### config.mk
export PLATFORM = sky130hd
export DESIGN_NAME = rc4_key_search_ctrl_flat
export DESIGN_NICKNAME = d
export VERILOG_FILES = /design/src/rtl/rc4_key_search_ctrl_if.sv /design/src/rtl/rc4_key_search_ctrl.sv /design/src/flat_wrapper.sv
export SDC_FILE = /design/constraint.sdc
export NUM_CORES = 1
export LEC_CHECK = 0
export ABC_CLOCK_PERIOD_IN_PS = 2150
export BUFFER_PORTS_ARGS = -buffer_cell sky130_fd_sc_hd__buf_2
export CORE_UTILIZATION = 50
export DETAILED_ROUTE_END_ITERATION = 8
export PLACE_DENSITY = 0.76
export SYNTH_ARGS = -nofsm -noshare
export SYNTH_HDL_FRONTEND = slang
export SYNTH_SLANG_ARGS = --single-unit
### constraint.sdc
create_clock -name clk -period 2.15 [get_ports clk]
set_input_delay 0.215 -clock clk [delete_from_list [all_inputs] [get_ports clk]]
set_output_delay 0.215 -clock clk [all_outputs]
set_load 0.01 [all_outputs]
### src/rtl/rc4_key_search_ctrl_if.sv
// Handshake and status bundle between the RC4 key-search controller and its
// environment (command source plus RC4 core).
interface rc4_key_search_ctrl_if;
   logic       start;
   logic       stop;
   logic [7:0] secret_key [3];
   logic       core_start;
   logic       core_abort;
   logic       core_byte_valid;
   logic [7:0] core_byte;
   logic       core_done;
   logic       busy;
   logic       key_found;
   logic       key_fail;
   logic [23:0] found_key;
   logic       protocol_err;

   modport master (
      input  start, stop, core_byte_valid, core_byte, core_done,
      output secret_key, core_start, core_abort, busy, key_found, key_fail,
             found_key, protocol_err
   );

   modport slave (
      output start, stop, core_byte_valid, core_byte, core_done,
      input  secret_key, core_start, core_abort, busy, key_found, key_fail,
             found_key, protocol_err
   );
endinterface

### src/rtl/rc4_key_search_ctrl.sv
// Brute-force RC4 key search: launches the core once per key and accepts the
// first key whose decrypted message is entirely lowercase letters and spaces.
module rc4_key_search_ctrl #(
   parameter int unsigned KEY_BITS = 22,
   parameter int unsigned MSG_LEN  = 32
) (
   input  logic                 clk,
   input  logic                 reset,
   rc4_key_search_ctrl_if.master bus
);
   typedef enum logic [2:0] {IDLE, LAUNCH, RUN, ABORT, NEXT, FOUND, FAIL} state_t;

   state_t              state_q, state_d;
   logic [KEY_BITS-1:0] key_q, key_d;
   logic [7:0]          cnt_q, cnt_d;
   logic                found_q, found_d;
   logic                fail_q, fail_d;
   logic                perr_q, perr_d;
   logic                stop_abort_q, stop_abort_d;
   logic [23:0]         found_key_q, found_key_d;

   logic [23:0] key_ext;
   logic        busy_w;
   logic        byte_ok;
   logic        bad_byte;
   logic [7:0]  cnt_now;

   assign key_ext  = 24'(key_q);
   assign busy_w   = (state_q == LAUNCH) || (state_q == RUN) ||
                     (state_q == ABORT)  || (state_q == NEXT);
   assign byte_ok  = ((bus.core_byte >= 8'd97) && (bus.core_byte <= 8'd122)) ||
                     (bus.core_byte == 8'd32);
   assign bad_byte = bus.core_byte_valid && !byte_ok;
   // A byte arriving together with core_done is counted before the length check.
   assign cnt_now  = bus.core_byte_valid ? (cnt_q + 8'd1) : cnt_q;

   always_ff @(posedge clk or posedge reset) begin
      if (reset) begin
         state_q      <= IDLE;
         key_q        <= '0;
         cnt_q        <= '0;
         found_q      <= 1'b0;
         fail_q       <= 1'b0;
         perr_q       <= 1'b0;
         stop_abort_q <= 1'b0;
         found_key_q  <= '0;
      end else begin
         state_q      <= state_d;
         key_q        <= key_d;
         cnt_q        <= cnt_d;
         found_q      <= found_d;
         fail_q       <= fail_d;
         perr_q       <= perr_d;
         stop_abort_q <= stop_abort_d;
         found_key_q  <= found_key_d;
      end
   end

   always_comb begin
      state_d      = state_q;
      key_d        = key_q;
      cnt_d        = cnt_q;
      found_d      = found_q;
      fail_d       = fail_q;
      perr_d       = perr_q;
      found_key_d  = found_key_q;
      stop_abort_d = 1'b0;

      case (state_q)
         IDLE, FOUND, FAIL: begin
            if (bus.start) begin
               key_d       = '0;
               cnt_d       = '0;
               found_d     = 1'b0;
               fail_d      = 1'b0;
               perr_d      = 1'b0;
               found_key_d = '0;
               state_d     = LAUNCH;
            end
         end
         LAUNCH: begin
            cnt_d   = '0;
            state_d = RUN;
         end
         RUN: begin
            cnt_d = cnt_now;
            if (bad_byte) begin
               state_d = ABORT;
            end else if (bus.core_done) begin
               if (cnt_now == 8'(MSG_LEN)) begin
                  found_d     = 1'b1;
                  found_key_d = key_ext;
                  state_d     = FOUND;
               end else begin
                  perr_d  = 1'b1;
                  state_d = NEXT;
               end
            end
         end
         ABORT: state_d = NEXT;
         NEXT: begin
            if (key_q == '1) begin
               fail_d  = 1'b1;
               state_d = FAIL;
            end else begin
               key_d   = key_q + 1'b1;
               state_d = LAUNCH;
            end
         end
         default: state_d = IDLE;
      endcase

      // Cancel discards every other same-cycle update; ABORT already drives the pulse.
      if (bus.stop && busy_w) begin
         state_d      = IDLE;
         key_d        = key_q;
         cnt_d        = cnt_q;
         found_d      = found_q;
         fail_d       = fail_q;
         perr_d       = perr_q;
         found_key_d  = found_key_q;
         stop_abort_d = (state_q != ABORT);
      end
   end

   assign bus.secret_key[0] = key_ext[23:16];
   assign bus.secret_key[1] = key_ext[15:8];
   assign bus.secret_key[2] = key_ext[7:0];
   assign bus.core_start    = (state_q == LAUNCH);
   assign bus.core_abort    = (state_q == ABORT) || stop_abort_q;
   assign bus.busy          = busy_w;
   assign bus.key_found     = found_q;
   assign bus.key_fail      = fail_q;
   assign bus.found_key     = found_key_q;
   assign bus.protocol_err  = perr_q;
endmodule

### src/flat_wrapper.sv
// flat-port wrapper written by rule: the top's interface ports become plain ports
module rc4_key_search_ctrl_flat 
#(
   parameter int unsigned KEY_BITS = 22,
   parameter int unsigned MSG_LEN  = 32
)
  (clk, reset, bus_start, bus_stop, bus_core_byte_valid, bus_core_byte, bus_core_done, bus_secret_key, bus_core_start, bus_core_abort, bus_busy, bus_key_found, bus_key_fail, bus_found_key, bus_protocol_err);
  rc4_key_search_ctrl_if bus_i ();
  input  logic clk;
  input  logic reset;
  input wire logic [$bits(bus_i.start)-1:0] bus_start;
  input wire logic [$bits(bus_i.stop)-1:0] bus_stop;
  input wire logic [$bits(bus_i.core_byte_valid)-1:0] bus_core_byte_valid;
  input wire logic [$bits(bus_i.core_byte)-1:0] bus_core_byte;
  input wire logic [$bits(bus_i.core_done)-1:0] bus_core_done;
  output wire logic [$bits(bus_i.secret_key)-1:0] bus_secret_key;
  output wire logic [$bits(bus_i.core_start)-1:0] bus_core_start;
  output wire logic [$bits(bus_i.core_abort)-1:0] bus_core_abort;
  output wire logic [$bits(bus_i.busy)-1:0] bus_busy;
  output wire logic [$bits(bus_i.key_found)-1:0] bus_key_found;
  output wire logic [$bits(bus_i.key_fail)-1:0] bus_key_fail;
  output wire logic [$bits(bus_i.found_key)-1:0] bus_found_key;
  output wire logic [$bits(bus_i.protocol_err)-1:0] bus_protocol_err;
  assign bus_i.start = bus_start;
  assign bus_i.stop = bus_stop;
  assign bus_i.core_byte_valid = bus_core_byte_valid;
  assign bus_i.core_byte = bus_core_byte;
  assign bus_i.core_done = bus_core_done;
  assign bus_secret_key = {>>{bus_i.secret_key}};
  assign bus_core_start = bus_i.core_start;
  assign bus_core_abort = bus_i.core_abort;
  assign bus_busy = bus_i.busy;
  assign bus_key_found = bus_i.key_found;
  assign bus_key_fail = bus_i.key_fail;
  assign bus_found_key = bus_i.found_key;
  assign bus_protocol_err = bus_i.protocol_err;
  rc4_key_search_ctrl #(.KEY_BITS(KEY_BITS), .MSG_LEN(MSG_LEN)) u_core (.clk(clk), .reset(reset), .bus(bus_i));
endmodule
# After elaboration in Yosys (flattened, before gate mapping)
# Cells that the tools add are included.
[word_totals]
ff_bits = 61
inputBits = 14
output_inout_bits = 54
elab_cells = 82
[op_classes]
add_sub_neg = 2
magnitude_cmp = 2
n_eq_ne = 19
mux = 30
bitwise = 1
n_reduce_logical = 20
[op_table]
columns = ["operator", "count"]
rows = [
  ["2-to-1 mux 24 bit", 4],
  ["one-hot mux 24 bit (2 select lines)", 1],
  ["2-to-1 mux 22 bit", 2],
  ["one-hot mux 22 bit (2 select lines)", 1],
  ["one-hot mux 8 bit (3 select lines)", 1],
  ["adder 22 x 1 -> 22 bit (second input constant)", 1],
  ["equality test 22 bit (second input constant)", 1],
  ["equality test 8 x 6 -> 1 bit (second input constant)", 2],
  ["2-to-1 mux 8 bit", 2],
  ["2-to-1 mux 3 bit", 5],
  ["one-hot mux 3 bit (5 select lines)", 1],
  ["inequality test 2 bit (second input constant)", 7],
  ["AND reduction 6 bit", 2],
  ["2-to-1 mux 1 bit", 10],
  ["equality test 3 bit (second input constant)", 3],
  ["adder 8 x 1 -> 8 bit (second input constant)", 1],
  ["greater-or-equal comparator 8 x 7 -> 1 bit (second input constant)", 1],
  ["<= comparator 8 x 7 -> 1 bit (second input constant)", 1],
  ["AND reduction 4 bit", 2],
  ["equality test 3 x 2 -> 1 bit (second input constant)", 2],
  ["inequality test 3 x 2 -> 1 bit (second input constant)", 2],
  ["one-hot mux 1 bit (2 select lines)", 3],
  ["logical OR 1 bit", 5],
  ["inequality test 4 x 3 -> 1 bit (second input constant)", 1],
  ["other kinds (10)", 13],
]

# Logic depth before layout (Yosys ltp)
[logic_depth]
word_depth = 8
ltp_mapped = 9
ltp_nobuf = 6

# Least setup slack after synthesis
# OpenSTA, ideal clock, no wires.
[synth_path]
kind = "register to register"
start = "reg u_core.cnt_q[0]"
end = "reg u_core.found_key_q[2] (netlist: u_core.bus.found_key[2])"
setup_time_ps = 66
t_arrival_ps = 2150
t_required_ps = 2084
path_slack_ps = -66
path_stages_with_launch = 8
n_path_buf = 1
period_less_slack_ps = 2216
path_cell_list = "dfrtp_1 -> ha_1 -> and3b_1 -> o22ai_1 -> a2111o_1 -> nor4_4 -> buf_6 -> a22o_1"
[synth_between]
elab_chain_cells = 5
[synth_lines]
columns = ["element", "line", "source"]
rows = [
  ["start, declared", "rc4_key_search_ctrl.sv:15", "logic [7:0] cnt_q, cnt_d;"],
  ["start signal, assigned", "rc4_key_search_ctrl.sv:50", "cnt_q <= cnt_d;"],
  ["adder 8 x 1 -> 8 bit", "rc4_key_search_ctrl.sv:35", "assign cnt_now = bus.core_byte_valid ? (cnt_q + 8'd1) : cnt_q;"],
  ["2-to-1 mux 8 bit (*)", "rc4_key_search_ctrl.sv:35", ""],
  ["equality test 8 x 6 -> 1 bit (*)", "rc4_key_search_ctrl.sv:90", "if (cnt_now == 8'(MSG_LEN)) begin"],
  ["inequality test 2 bit (no source line) (*)", "-", ""],
  ["AND reduction 6 bit (no source line) (*)", "-", ""],
  ["end signal, assigned", "rc4_key_search_ctrl.sv:55", "found_key_q <= found_key_d;"],
  ["end, declared", "rc4_key_search_ctrl.sv:20", "logic [23:0] found_key_q, found_key_d;"],
]
# Every way passes the cells marked *; elsewhere a longest branch is shown, timed or not.
# A chain may end at the register's enable or synchronous reset.

# Worst setup path in the final report
[layout_path]
start = "reg u_core.cnt_q[1]"
end = "reg u_core.found_key_q[15] (netlist: u_core.bus.found_key[15])"
# The elaborated chain is that of the path after synthesis.

==> results.md <==
- Status: complete, but fails checks
- Failing checks: negative setup slack
- Core Footprint: 6760 um^2
- Root Buffer: clkbuf_8
- Critical path buffers and inverters: 1
- Total grt overflow: 0
- Number of max-cap violations: 0
- R2r startpoint: u_core.cnt_q[1]
- CP peak stage delay: 0.46 ns
- Gate Count Post-Synth: 359
- DRT iter0 DRCs: 227
- Worst reg2reg setup slack: -0.05 ns
- Initial Util: 0.514
- Required time worst endpoint: 2.38 ns
- # DRC: 0
- Average cell area after synthesis: 9.68 um^2
- CTS tree: yes
- WHS: 0.234 ns
- Final slew viol count: 0
- Final worst path period share: 1.03
- DR vias/cell: 6.20
- P&R area growth vs syn: 28.6%
- Die Wd: 85.3 um
- Number of synthesized register bits: 59
- Cell count of the worst reg-to-reg path: 7
- Endpoint type of the worst setup path: register
- Tmin final: 2.20 ns
- Non-filler instance count after layout: 549
- Hpwl dp: 6580 um
- Worst hold stages: 3
- EDFF count, synth: 0
- Drt first pass iters: 5
- CP Cell Sequence: ha_4 -> and3b_1 -> o22ai_2 -> a2111oi_4 -> a41oi_4 -> buf_4 -> a22o_1
- Buffers on Ports: 63
- Register area share after synthesis: 0.425
- Max Buffers Root-to-Sink: 2
- Mapped cell area: 3470 um^2
- Fraction of layout cells with a size suffix above 1: 0.326
- H-tree Lvls: 3
- Placed cell count: 520
- CTS clk-pin slew, worst paths: 0.07 ns
- Largest net degree at the start of global routing: 60
- Skew final: 0.00848 ns
- Die area: 7280 um^2
- Synth warnings: 0
- Predominant post-synthesis flop cell: dfrtp_1
- Initial antenna violation count: 0
- Vias in the first global route: 3052
- Hold wc startpoint: bus_core_byte_valid
- Leak: 2.13 nW
- Final setup viols: 22
- First-pass GRT wire length: 15100 um
- Crit-path max FO: 6
- Setup TNS: -0.775 ns
- Slowest-stage cell, CP: a2111oi_4
- Max VDD drop: 0.487 mV
- DR vias: 3404
- Rows: 30
- CP Data Arrival Time: 2.43 ns
- Total power: 0.00425 W
- NumNets Final: 480
- Fin. Hold Viols: 0
- Wire per inst: 17.6 um
- Final Wtd Congestion: 0.921
- Fillers: 566
- RSZ-0062 raised after global routing: true
- IO Pins: 68
- Post-synth top cells: 59 x dfrtp_1, 30 x a21oi_1, 22 x a22o_1
- WHS Endpoint: u_core.cnt_q[1]
- DP Worst Slack: -0.0331 ns
- Worst skew pair latency: 0.35 ns
- Pwr dens: 951 nW/um^2
- Final setup margin: -0.0547 ns
- Largest cells by area after synthesis: dfrtp_1 43%, a22o_1 5.5%, a21oi_1 4.3%, o31ai_1 4.1%, or4_1 3.5%
- CP top delay family: compound AO/OA/AOI/OAI gates
- CTS Buf Count: 9
- Worst Setup Start Kind: register
- Max frequency: 454 MHz
- Diode count: 0
- Crit Reg-Reg Endpoint: u_core.bus.found_key[15]
- CTS Sinks: 59
- Asr flop ratio synth: 1.00
- Netlist cell types: 60
- GRT Overall Usage: 0.266
- Dominant cell type by area after synthesis: dfrtp_1
- Synth top area share: 0.425
- Hold Crit Class: input pin to register
- Overall die height: 85.3 um
- Post-route ant nets: 0
- Crit path kind: register to register
- Routed WL: 9670 um
- Count leader, synth: dfrtp_1
==> where the power goes <==
| group | switching, W | leakage, nW | internal, W | total [W] |
|---|---|---|---|---|
| Sequential | 0.0000747 | 0.815 | 0.00117 | 0.00125 |
| Clock | 0.000455 | 0.111 | 0.000685 | 0.00114 |
| Combinational | 0.00111 | 1.21 | 0.000751 | 0.00186 |
| Total | 0.00164 | 2.13 | 0.00261 | 0.00425 |
==> cell usage in the layout, fill, tap and decap left out, types with 7 or more instances in the layout <==
cell type and instances:
buf_4 52, nand2_1 20, dfrtp_1 57, a21oi_1 29, or4_1 16, a22o_1 22
o31ai_1 19, o21ai_0 14, nand3_1 17, clkbuf_8 10, inv_1 7, nor2_1 12
buf_2 63, nand2b_1 10, nand4_1 9
==> per-layer routing <==
layer | global-route usage | routed length [um] | vias to the layer above
li1 | - | - | 1590
met1 | 0.367 | 4340 | 1660
met2 | 0.414 | 4550 | 131
met3 | 0.0418 | 521 | 23
met4 | 0.118 | 251 | 0
met5 | 0 | 0 | -
==> timing repair <==
item / in CTS / in global routing
endpoints found under the hold margin: 59 / 0
gates cloned: 1 / 2
setup buffers: 2 / 7
resized for setup: 6 / 11
hold buffers: 1 / 0
endpoints found under the setup margin: 22 / 24
pin swaps: 6 / 18
==> tightest hold or removal path: stages <==
cell,delay (ns)
buf_2,0.18
nand2_1,0.08
o21ai_0,0.06
==> layout make-up <==
class | count | area (um^2) | area share
Clock inverter | 4 | 73.8 | 0.0165
Tap cell | 80 | 100 | 0.0224
Timing Repair Buffer | 125 | 836 | 0.187
Sequential cell | 59 | 1480 | 0.331
Inverter | 8 | 30.0 | 0.00672
Multi-Input combinational cell | 261 | 1800 | 0.403
Clock buffer | 12 | 145 | 0.0325
==> metrics by stage <==
step	util	instance area (um^2)
global placement	0.602	4070
finish	0.661	4470
CTS	0.643	4340
detailed placement	0.602	4070
global route	0.661	4470
floorplan	-	3490
==> cell families (layout without fill, tap and decap cells) <==
family,after synthesis,in the layout,share of synthesized area
xor+xnor,2,2,0.00504
compound gates,119,119,0.242
mux,3,3,0.00865
fa+ha+maj,2,2,0.00720
simple gates,131,131,0.237
flops,59,59,0.425
other cells,1,4,0.00108
buf+inv,42,149,0.0742
==> worst max-delay path by stage <==
stage                     cells past startpoint  slack [ns]              start                       end
after detailed placement                      6       -0.03  u_core.state_q[2]  u_core.bus.found_key[10]
after floorplan                               7       0.008    u_core.cnt_q[0]   u_core.bus.found_key[2]
after global placement                        7        0.06    u_core.cnt_q[0]  u_core.bus.found_key[11]
final                                         7       -0.05    u_core.cnt_q[1]  u_core.bus.found_key[15]
after CTS                                     7       0.004    u_core.cnt_q[0]  u_core.bus.found_key[16]
after global routing                          7       -0.12    u_core.cnt_q[1]  u_core.bus.found_key[17]
==> flip-flops by register name, indices dropped and copies added (netlist names) <==
name and count:
u_core.bus.key_found 1, u_core.bus.protocol_err 1, u_core.cnt_q 8, u_core.state_q 3
u_core.bus.key_fail 1, u_core.stop_abort_q 1, u_core.bus.found_key 22, u_core.key_q 22
Note: power is estimated with default switching activity, not from simulation.
